[config.mk]
export PLATFORM = sky130hd
export DESIGN_NAME = control_multiciclo
export DESIGN_NICKNAME = d
export VERILOG_FILES = /design/src/rtl/control_pkg.sv /design/src/rtl/control_multiciclo_decodificador_opcode.sv /design/src/rtl/control_multiciclo.sv
export SDC_FILE = /design/constraint.sdc
export NUM_CORES = 1
export LEC_CHECK = 0
export CAP_MARGIN = 10
export CORE_MARGIN = 5
export CORE_UTILIZATION = 30
export DETAILED_ROUTE_END_ITERATION = 8
export PLACE_DENSITY = 0.54
export SLEW_MARGIN = 40
export SYNTH_ARGS = -nofsm -noshare
export SYNTH_HDL_FRONTEND = slang
export SYNTH_HIERARCHICAL = 1
export SYNTH_SLANG_ARGS = --single-unit
[constraint.sdc]
create_clock -name clk -period 3.2 [get_ports clk]
set_clock_uncertainty 0.1 [all_clocks]
set_input_delay 0.32 -clock clk [delete_from_list [all_inputs] [get_ports clk]]
set_output_delay 0.32 -clock clk [all_outputs]
set_load 0.02 [all_outputs]
[src/rtl/control_pkg.sv]
// Shared encodings for the multicycle control unit: opcodes, states, ALU/SEU codes,
// instruction classes and the per-state control-word builder.
package control_pkg;

    localparam logic [10:0] OP_ADD     = 11'b10001011000;
    localparam logic [10:0] OP_SUB     = 11'b11001011000;
    localparam logic [10:0] OP_AND     = 11'b10001010000;
    localparam logic [10:0] OP_ORR     = 11'b10101010000;
    localparam logic [10:0] OP_LDUR    = 11'b11111000010;
    localparam logic [10:0] OP_STUR    = 11'b11111000000;
    // Opcodes with don't-care low bits are matched on their fixed upper bits only
    localparam logic [9:0]  OP_ADDI_HI = 10'b1001000100;
    localparam logic [9:0]  OP_SUBI_HI = 10'b1101000100;
    localparam logic [7:0]  OP_CBZ_HI  = 8'b10110100;
    localparam logic [7:0]  OP_CBNZ_HI = 8'b10110101;

    typedef enum logic [2:0] {
        S_FETCH  = 3'b000,
        S_DECODE = 3'b001,
        S_EXEC   = 3'b010,
        S_MEM    = 3'b011,
        S_WB     = 3'b100,
        S_HALT   = 3'b101,
        S_ESPERA = 3'b110
    } estado_t;

    typedef enum logic [2:0] {
        ALU_AND    = 3'b000,
        ALU_ORR    = 3'b001,
        ALU_ADD    = 3'b010,
        ALU_SUB    = 3'b011,
        ALU_PASS_B = 3'b100
    } alu_op_t;

    typedef enum logic [1:0] {
        SEU_I  = 2'b00,
        SEU_D  = 2'b01,
        SEU_CB = 2'b10
    } seu_t;

    typedef enum logic [3:0] {
        C_ILEGAL = 4'd0,
        C_ADD, C_SUB, C_AND, C_ORR,
        C_ADDI, C_SUBI,
        C_LDUR, C_STUR,
        C_CBZ, C_CBNZ
    } clase_t;

    typedef struct packed {
        logic       ir_wr;
        logic       pc_wr;
        logic       reg2loc;
        logic [1:0] seu;
        logic       alu_src;
        logic [2:0] alu_op;
        logic       mem_wr;
        logic       mem_to_reg;
        logic       reg_wr;
        logic       beq;
        logic       bne;
    } ctrl_t;

    function automatic logic es_fin(estado_t s, clase_t c);
        return (s == S_EXEC && (c == C_CBZ || c == C_CBNZ)) ||
               (s == S_MEM  && c == C_STUR) ||
               (s == S_WB);
    endfunction

    // Control word to present while the FSM sits in state s for class c
    function automatic ctrl_t ctrl_for(estado_t s, clase_t c);
        ctrl_t o;
        o = '0;
        case (s)
            S_FETCH: o.ir_wr = 1'b1;
            S_EXEC, S_MEM, S_WB: begin
                case (c)
                    C_ADD:  o.alu_op = ALU_ADD;
                    C_SUB:  o.alu_op = ALU_SUB;
                    C_AND:  o.alu_op = ALU_AND;
                    C_ORR:  o.alu_op = ALU_ORR;
                    C_ADDI: begin o.alu_op = ALU_ADD; o.alu_src = 1'b1; o.seu = SEU_I; end
                    C_SUBI: begin o.alu_op = ALU_SUB; o.alu_src = 1'b1; o.seu = SEU_I; end
                    C_LDUR: begin o.alu_op = ALU_ADD; o.alu_src = 1'b1; o.seu = SEU_D; end
                    C_STUR: begin
                        o.alu_op  = ALU_ADD;
                        o.alu_src = 1'b1;
                        o.seu     = SEU_D;
                        o.reg2loc = 1'b1;
                    end
                    C_CBZ, C_CBNZ: begin
                        o.alu_op  = ALU_PASS_B;
                        o.seu     = SEU_CB;
                        o.reg2loc = 1'b1;
                    end
                    default: o = '0;
                endcase
                o.pc_wr      = es_fin(s, c);
                o.mem_wr     = (s == S_MEM) && (c == C_STUR);
                o.reg_wr     = (s == S_WB);
                o.mem_to_reg = (s == S_WB) && (c == C_LDUR);
                o.beq        = (s == S_EXEC) && (c == C_CBZ);
                o.bne        = (s == S_EXEC) && (c == C_CBNZ);
            end
            default: o = '0;
        endcase
        return o;
    endfunction

endpackage

[src/rtl/control_multiciclo_decodificador_opcode.sv]
// Combinational opcode-to-instruction-class decoder; unmatched opcodes map to C_ILEGAL.
module decodificador_opcode
    import control_pkg::*;
(
    input  logic [10:0] opcode,
    output clase_t      clase
);

    always_comb begin
        clase = C_ILEGAL;
        if      (opcode == OP_ADD)            clase = C_ADD;
        else if (opcode == OP_SUB)            clase = C_SUB;
        else if (opcode == OP_AND)            clase = C_AND;
        else if (opcode == OP_ORR)            clase = C_ORR;
        else if (opcode == OP_LDUR)           clase = C_LDUR;
        else if (opcode == OP_STUR)           clase = C_STUR;
        else if (opcode[10:1] == OP_ADDI_HI)  clase = C_ADDI;
        else if (opcode[10:1] == OP_SUBI_HI)  clase = C_SUBI;
        else if (opcode[10:3] == OP_CBZ_HI)   clase = C_CBZ;
        else if (opcode[10:3] == OP_CBNZ_HI)  clase = C_CBNZ;
    end

endmodule

[src/rtl/control_multiciclo.sv]
// Multicycle control FSM: sequences FETCH/DECODE/EXEC/MEM/WB with registered control
// outputs, single-step wait state and a sticky illegal-opcode halt.
module control_multiciclo
    import control_pkg::*;
(
    input  logic        clk,
    input  logic        rst,
    input  logic [10:0] opcode,
    input  logic        modo_paso,
    input  logic        paso,
    output logic        bus_reg2loc,
    output logic [1:0]  bus_seu,
    output logic        bus_aluSrc,
    output logic [2:0]  bus_aluOp,
    output logic        bus_memWr,
    output logic        bus_memToReg,
    output logic        bus_regWr,
    output logic        beq,
    output logic        bne,
    output logic        ir_wr,
    output logic        pc_wr,
    output logic [2:0]  estado,
    output logic        ilegal
);

    estado_t estado_q;
    estado_t fin_sig;
    estado_t avance;
    clase_t  cls_q;
    clase_t  cls_dec;
    ctrl_t   ctrl_q;
    logic    paso_q;
    logic    ilegal_q;

    decodificador_opcode u_dec (
        .opcode (opcode),
        .clase  (cls_dec)
    );

    always_comb begin
        fin_sig = modo_paso ? S_ESPERA : S_FETCH;
        avance  = S_WB;
        if (estado_q == S_EXEC && (cls_q == C_LDUR || cls_q == C_STUR))
            avance = S_MEM;
    end

    // Outputs are registered alongside the state, so they are loaded with the word of the state being entered
    always_ff @(posedge clk or posedge rst) begin
        if (rst) begin
            estado_q <= S_FETCH;
            cls_q    <= C_ILEGAL;
            ctrl_q   <= '0;
            paso_q   <= 1'b0;
            ilegal_q <= 1'b0;
        end else begin
            paso_q <= paso;
            case (estado_q)
                S_FETCH: begin
                    // ir_wr low in FETCH only right after reset: spend the first edge issuing a real fetch
                    if (!ctrl_q.ir_wr) begin
                        estado_q <= S_FETCH;
                        ctrl_q   <= ctrl_for(S_FETCH, cls_q);
                    end else begin
                        estado_q <= S_DECODE;
                        ctrl_q   <= '0;
                    end
                end
                S_DECODE: begin
                    cls_q <= cls_dec;
                    if (cls_dec == C_ILEGAL) begin
                        estado_q <= S_HALT;
                        ctrl_q   <= '0;
                        ilegal_q <= 1'b1;
                    end else begin
                        estado_q <= S_EXEC;
                        ctrl_q   <= ctrl_for(S_EXEC, cls_dec);
                    end
                end
                S_EXEC, S_MEM, S_WB: begin
                    if (es_fin(estado_q, cls_q)) begin
                        estado_q <= fin_sig;
                        ctrl_q   <= ctrl_for(fin_sig, cls_q);
                    end else begin
                        estado_q <= avance;
                        ctrl_q   <= ctrl_for(avance, cls_q);
                    end
                end
                S_ESPERA: begin
                    if (!modo_paso || (paso && !paso_q)) begin
                        estado_q <= S_FETCH;
                        ctrl_q   <= ctrl_for(S_FETCH, cls_q);
                    end else begin
                        ctrl_q   <= '0;
                    end
                end
                S_HALT: begin
                    ctrl_q <= '0;
                end
                default: begin
                    estado_q <= S_FETCH;
                    ctrl_q   <= '0;
                end
            endcase
        end
    end

    assign estado       = estado_q;
    assign ilegal       = ilegal_q;
    assign ir_wr        = ctrl_q.ir_wr;
    assign pc_wr        = ctrl_q.pc_wr;
    assign bus_reg2loc  = ctrl_q.reg2loc;
    assign bus_seu      = ctrl_q.seu;
    assign bus_aluSrc   = ctrl_q.alu_src;
    assign bus_aluOp    = ctrl_q.alu_op;
    assign bus_memWr    = ctrl_q.mem_wr;
    assign bus_memToReg = ctrl_q.mem_to_reg;
    assign bus_regWr    = ctrl_q.reg_wr;
    assign beq          = ctrl_q.beq;
    assign bne          = ctrl_q.bne;

endmodule

Word-level counts from Yosys, hierarchy flattened
Index checks and enable logic that the tools add are counted.
Storage, ports and cells
  flip-flop bits (word level): 23
  output and inout port bits: 18
  word-level logic and storage cells: 138
  input bits: 15
Operators by class
  reductions and logical operators: 47
  multiplexer cells: 34
  bitwise operators: 1
  equal/unequal tests: 41
Operators with widths (count)
  11-bit == test (second input constant): 6
  14-bit case mux with 4 select lines: 1
  14-bit two-way mux: 3
  4-bit two-way mux: 10
  13-bit two-way mux: 3
  4-bit by 3-bit == test with 1-bit output (second input constant): 8
  4-bit == test (second input constant): 6
  3-bit case mux with 4 select lines: 2
  10-bit == test (second input constant): 2
  3-bit by 2-bit == test with 1-bit output (second input constant): 6
  8-bit == test (second input constant): 2
  4-bit OR reduction: 4
  3-bit == test (second input constant): 5
  3-bit two-way mux: 5
  3-bit case mux with 5 select lines: 1
  3-bit OR reduction: 5
  1-bit logical AND: 14
  2-bit OR reduction: 6
  1-bit logical OR: 10
  3-bit zero test: 3
  4-bit by 1-bit == test with 1-bit output (second input constant): 2
  4-bit by 2-bit == test with 1-bit output (second input constant): 2
  2-bit case mux with 2 select lines: 2
  1-bit two-way mux: 7
  6 further kinds: 8

Depth between registers and ports, before layout
  word-level depth: 16
  mapped depth: 9
  mapped depth without buffers: 8

Cells and area by module
Netlist, hierarchy kept.
Modules (own cells, without submodules)
  control_multiciclo: area each 1199.9 um^2, cells an instance 131, seq. area each 575.6 um^2, instances 1
  decodificador_opcode: area each 177.7 um^2, cells an instance 29, seq. area each 0.0 um^2, instances 1

Least setup slack after synthesis
Ideal clock, no wire load.
  kind: input -> register
  start point: input opcode[1]
  end point: register ctrl_q, in the netlist bus_aluOp[0]
  required time: 2990 ps
  setup time: 110 ps
  stages: 8
  path slack: 792 ps
  path buffers: 1
  arrival: 2198 ps
  path through: or4b_1 > o41ai_1 > a31oi_1 > o211ai_1 > clkbuf_1 > nor2_1 > or4_1 > o41ai_1
On the way
  word-level cells in the longest chain between the ends: 14
  elaborated cells between the ends (all ways): 32
  those cells by class: 17 x eq/ne; 11 x mux; 4 x reduce/logical
RTL lines
  start, declared: line control_multiciclo.sv:8  | input logic [10:0] opcode,
  10-bit == test: line control_multiciclo_decodificador_opcode.sv:18  | else if (opcode[10:1] == OP_SUBI_HI) clase = C_SUBI;
  4-bit two-way mux: line control_multiciclo_decodificador_opcode.sv:18
  4-bit two-way mux: line control_multiciclo_decodificador_opcode.sv:17  | else if (opcode[10:1] == OP_ADDI_HI) clase = C_ADDI;
  4-bit two-way mux: line control_multiciclo_decodificador_opcode.sv:16  | else if (opcode == OP_STUR) clase = C_STUR;
  4-bit two-way mux: line control_multiciclo_decodificador_opcode.sv:15  | else if (opcode == OP_LDUR) clase = C_LDUR;
  4-bit two-way mux: line control_multiciclo_decodificador_opcode.sv:14  | else if (opcode == OP_ORR) clase = C_ORR;
  4-bit two-way mux: line control_multiciclo_decodificador_opcode.sv:13  | else if (opcode == OP_AND) clase = C_AND;
  4-bit two-way mux: line control_multiciclo_decodificador_opcode.sv:12  | else if (opcode == OP_SUB) clase = C_SUB;
  4-bit two-way mux *: line control_multiciclo_decodificador_opcode.sv:11  | if (opcode == OP_ADD) clase = C_ADD;
  net cls_dec[1]: line control_multiciclo.sv:30  | clase_t cls_dec;
  4-bit == test (tied with other cells): line control_pkg.sv:76  | case (c)
  4-bit OR reduction (no source line) or 2-bit OR reduction (tied branches)
  3-bit case mux with 4 select lines: line control_pkg.sv:76
  13-bit two-way mux *: line control_multiciclo.sv:70  | if (cls_dec == C_ILEGAL) begin
  14-bit case mux with 4 select lines *: line control_multiciclo.sv:57  | case (estado_q)
  end signal, assigned: line control_multiciclo.sv:62  | ctrl_q <= ctrl_for(S_FETCH, cls_q);
  end signal, assigned: line control_multiciclo.sv:76  | ctrl_q <= ctrl_for(S_EXEC, cls_dec);
  end signal, assigned: line control_multiciclo.sv:82  | ctrl_q <= ctrl_for(fin_sig, cls_q);
  end, declared: line control_multiciclo.sv:31  | ctrl_t ctrl_q;
Mark *: on every way through the listed nets, which the timed path passes. The rest lies on a longest branch.
A chain may end at the register's enable or synchronous reset.

Final worst setup path
  start point: input opcode[8]
  end point: register ctrl_q, in the netlist bus_aluSrc
On the way
  word-level cells in the longest chain between the ends: 16
  elaborated cells between the ends (all ways): 29
  those cells by class: 14 x eq/ne; 13 x mux; 2 x reduce/logical
RTL lines
  8-bit == test: line control_multiciclo_decodificador_opcode.sv:20  | else if (opcode[10:3] == OP_CBNZ_HI) clase = C_CBNZ;
  4-bit two-way mux: line control_multiciclo_decodificador_opcode.sv:20
  4-bit two-way mux: line control_multiciclo_decodificador_opcode.sv:19  | else if (opcode[10:3] == OP_CBZ_HI) clase = C_CBZ;
  4-bit two-way mux: line control_multiciclo_decodificador_opcode.sv:18
  4-bit two-way mux: line control_multiciclo_decodificador_opcode.sv:17
  4-bit two-way mux: line control_multiciclo_decodificador_opcode.sv:16
  4-bit two-way mux: line control_multiciclo_decodificador_opcode.sv:15
  4-bit two-way mux: line control_multiciclo_decodificador_opcode.sv:14
  4-bit two-way mux: line control_multiciclo_decodificador_opcode.sv:13
  4-bit two-way mux: line control_multiciclo_decodificador_opcode.sv:12
  4-bit two-way mux *: line control_multiciclo_decodificador_opcode.sv:11
  net cls_dec[3]: line control_multiciclo.sv:30
  4-bit == test or 4-bit by 3-bit == test with 1-bit output (tied branches): line control_pkg.sv:76
  4-bit OR reduction (no source line)
  1-bit two-way mux: line control_pkg.sv:76
  13-bit two-way mux *: line control_multiciclo.sv:70
  14-bit case mux with 4 select lines *: line control_multiciclo.sv:57
Marked as above.

==> results.ini <==
[cells_and_area]
finalNetCount = 202
drive_gt1_frac = 0.0699
seq_area_um2 = 576
syn2layout_area_growth_pct = 28.2
multi_input_area_um2 = 737
fill_cells = 442
diodes = 0

[pwr]
power_density_mw_per_mm2 = 581
total_leakage_power_uw = 0.000704
ir_worst_vdd_v = 0.000254

[logic_synthesis]
synthTopCellsByArea = dfrtp_1, nand2_1, o21ai_0, nand3b_1, nor2_1
ys_seq_area_frac = 0.418
synth_edf_count = 0
synth_top_area_frac = 0.418
netlist_area_mm2 = 0.00138
ys_warn_count = 6
synthCells = 160
synthTopCellsByCount = nand2_1, dfrtp_1, nor2_1
synth_flop_cell = dfrtp_1
synth_most_common_cell = nand2_1
ys_async_sr_fraction = 1.00
synth_nets = 175
synth_cell_types = 43
yosysTopAreaCell = dfrtp_1
syn_avg_cell_area_um2 = 8.61
yosys_register_bits = 23

[global_routing]
grt_pass1_wl_um = 5790
use_met3 = 0.0185
grt_max_degree = 24
antenna_found_initial = 0
grt_pass1_vias = 1272
grt_use_met1 = 0.144
busiest_layer = met2
grtUsageMet2 = 0.192
grt_overflow = 0
track_usage = 0.114

[clock_network]
clkTransAtPathRegs_ns = 0.09
postCtsHoldBufs = 0
cts_buffers = 3
cts_tree = built
root_buffer = clkbuf_8
cts_resized = 0
htree_levels = 1
clk_path_buf_depth = 2
post_cts_buffers = 0
numClockSinks = 23
clk_latency_ns = 0.26

[critical_path]
critical_path.max_fanout = 7
worstSetupPathType = in -> reg
cp-end-kind = flip-flop
crit_family = simple AND/OR/NAND/NOR gates
crit_path_cell_trace = clkdlybuf4s50_1 > or3b_2 > nor4_1 > nand2_1 > nand2_1 > or4b_2 > o21ai_0 > a22o_1
crit_cells = 8
arrival_ns = 2.90
cpPeakStageDelay_ns = 0.64
start_kind = input port
worstPathRequired_ns = 3.30
r2r_cells = 3
critPathSlowestCell = or4b_2
cp_num_buf_inv = 1
cp_common_cell = nand2_1

[timing]
setup_viol = 0
post-route-min-period_ns = 2.80
worst_pin_slew_ns = 0.647
relSlewSlack = 0.563
timing_hold_violations_final = 0
fin_ws_ns = 0.402
drv_slew = 0
fin_setup_tns_ns = 0
rsz0062_at_grt = no
fmax_mhz = 357
period_share = 0.874

[placement]
gp_congestion = 0.891
pre_cts_ws_ns = 0.193
dpl.hpwl_um = 2530
io_buffers = 32

[floorplan]
die_width_um = 77.8
rows = 24
die_y_um = 77.8
initial_utilization = 0.312
ioPinCount = 33
core_mm2 = 0.00441
die_area_mm2 = 0.00605

[route]
drc = 0
dr.pass1.iters = 4
drt_iter0_markers = 86
ant_nets = 0
num_vias = 1291
avgRoutedWirePerCell_um = 14.2
avgViaCountPerCell = 5.42
drt_wl_total_um = 3380

[status]
status = finished, final reports clean

[job]
max-cap-violations = 0

[min_path]
holdCritPathClass = in -> async

## worst paths after layout
check	start	to	slack [ns]
max	opcode[8]	bus_aluSrc	0.40
max reg2reg	estado[0]	bus_aluOp[0]	1.11
max in group asynchronous	rst	bus_aluSrc	2.38
min reg2reg	ilegal	ilegal	0.38
min	rst	bus_seu[0]	0.29
min in group clk	ilegal	ilegal	0.38
## metrics by stage
stage / area [um2] / instances / power [uW] / utilization / hold WS (ns)
floorplan: 1380 / 160 / 698 / - / 0.222
finish: 1770 / 238 / 1030 / 0.400 / 0.293
global placement: 1720 / 234 / 842 / 0.390 / 0.356
detailed placement: 1720 / 234 / 849 / 0.390 / 0.361
CTS: 1770 / 238 / 1030 / 0.400 / 0.321
global route: 1770 / 238 / 1090 / 0.400 / 0.365
## area by class of cell
cell class              count  area share
well taps                  52      0.0368
multi-input cells         122       0.417
repair buffers             33       0.186
clock buffers               3      0.0234
flip-flops and latches     23       0.326
inverters                   4     0.00850
clock inverters             1     0.00283
## kinds of logic after synthesis
kind of cell	after synthesis	synth area share
AO/OA/AOI/OAI	35	0.173
XOR/XNOR	3	0.0191
buffers and inverters	15	0.0472
flip-flops	23	0.418
multiplexers	1	0.00727
AND/OR/NAND/NOR	83	0.336
## per-layer routing
metal / wire length [um] / share of wire
met1: 1510 / 0.45
met2: 1610 / 0.48
met3: 223 / 0.066
met4: 36 / 0.011
met5: 0 / 0
## registers in the layout, indices dropped and copies added, names as in the netlist
signal and cells:
ir_wr 1, bus_memToReg 1, beq 1, bus_seu 2, bus_aluOp 3, bne 1, ilegal 1, bus_memWr 1
bus_aluSrc 1, bus_regWr 1, cls_q 4, estado 3, bus_reg2loc 1, paso_q 1, pc_wr 1
## worst register-to-register path, delay by kind of cell (launching register included)
family | cells | cell delay (ns)
and+or+nand+nor | 2 | 1.04
DFF | 1 | 0.75
AOI/OAI and AO/OA | 1 | 0.08
## layout by cell type (no fill, tap or decap), types with 2 or more instances in the layout
master           netlist  routed
inv_1                  4       3
o41ai_1                2       2
or3b_2                 3       3
nor4_1                 2       2
nand2_1               27      27
nand4b_1               3       3
a31oi_1                3       3
nor2b_1                2       2
o211ai_1               2       2
a21o_1                 2       2
nor3b_1                2       2
a21oi_1                4       4
nand2b_1               7       7
dfrtp_1               23      23
nand3b_1               6       6
a22o_1                 2       2
o22ai_1                2       2
o21ai_0               10      10
nor2_1                12      12
xor2_1                 3       3
o32ai_1                2       2
nor3_1                 6       6
clkbuf_8               0       3
nand3_1                4       4
clkdlybuf4s50_1        0      32
## power by group
group / total (uW) / internal, uW / switching [uW]
combinational: 408 / 197 / 211
sequential: 438 / 339 / 98.8
clock: 181 / 86.8 / 93.7
Note: power is estimated with default switching activity, not from simulation.
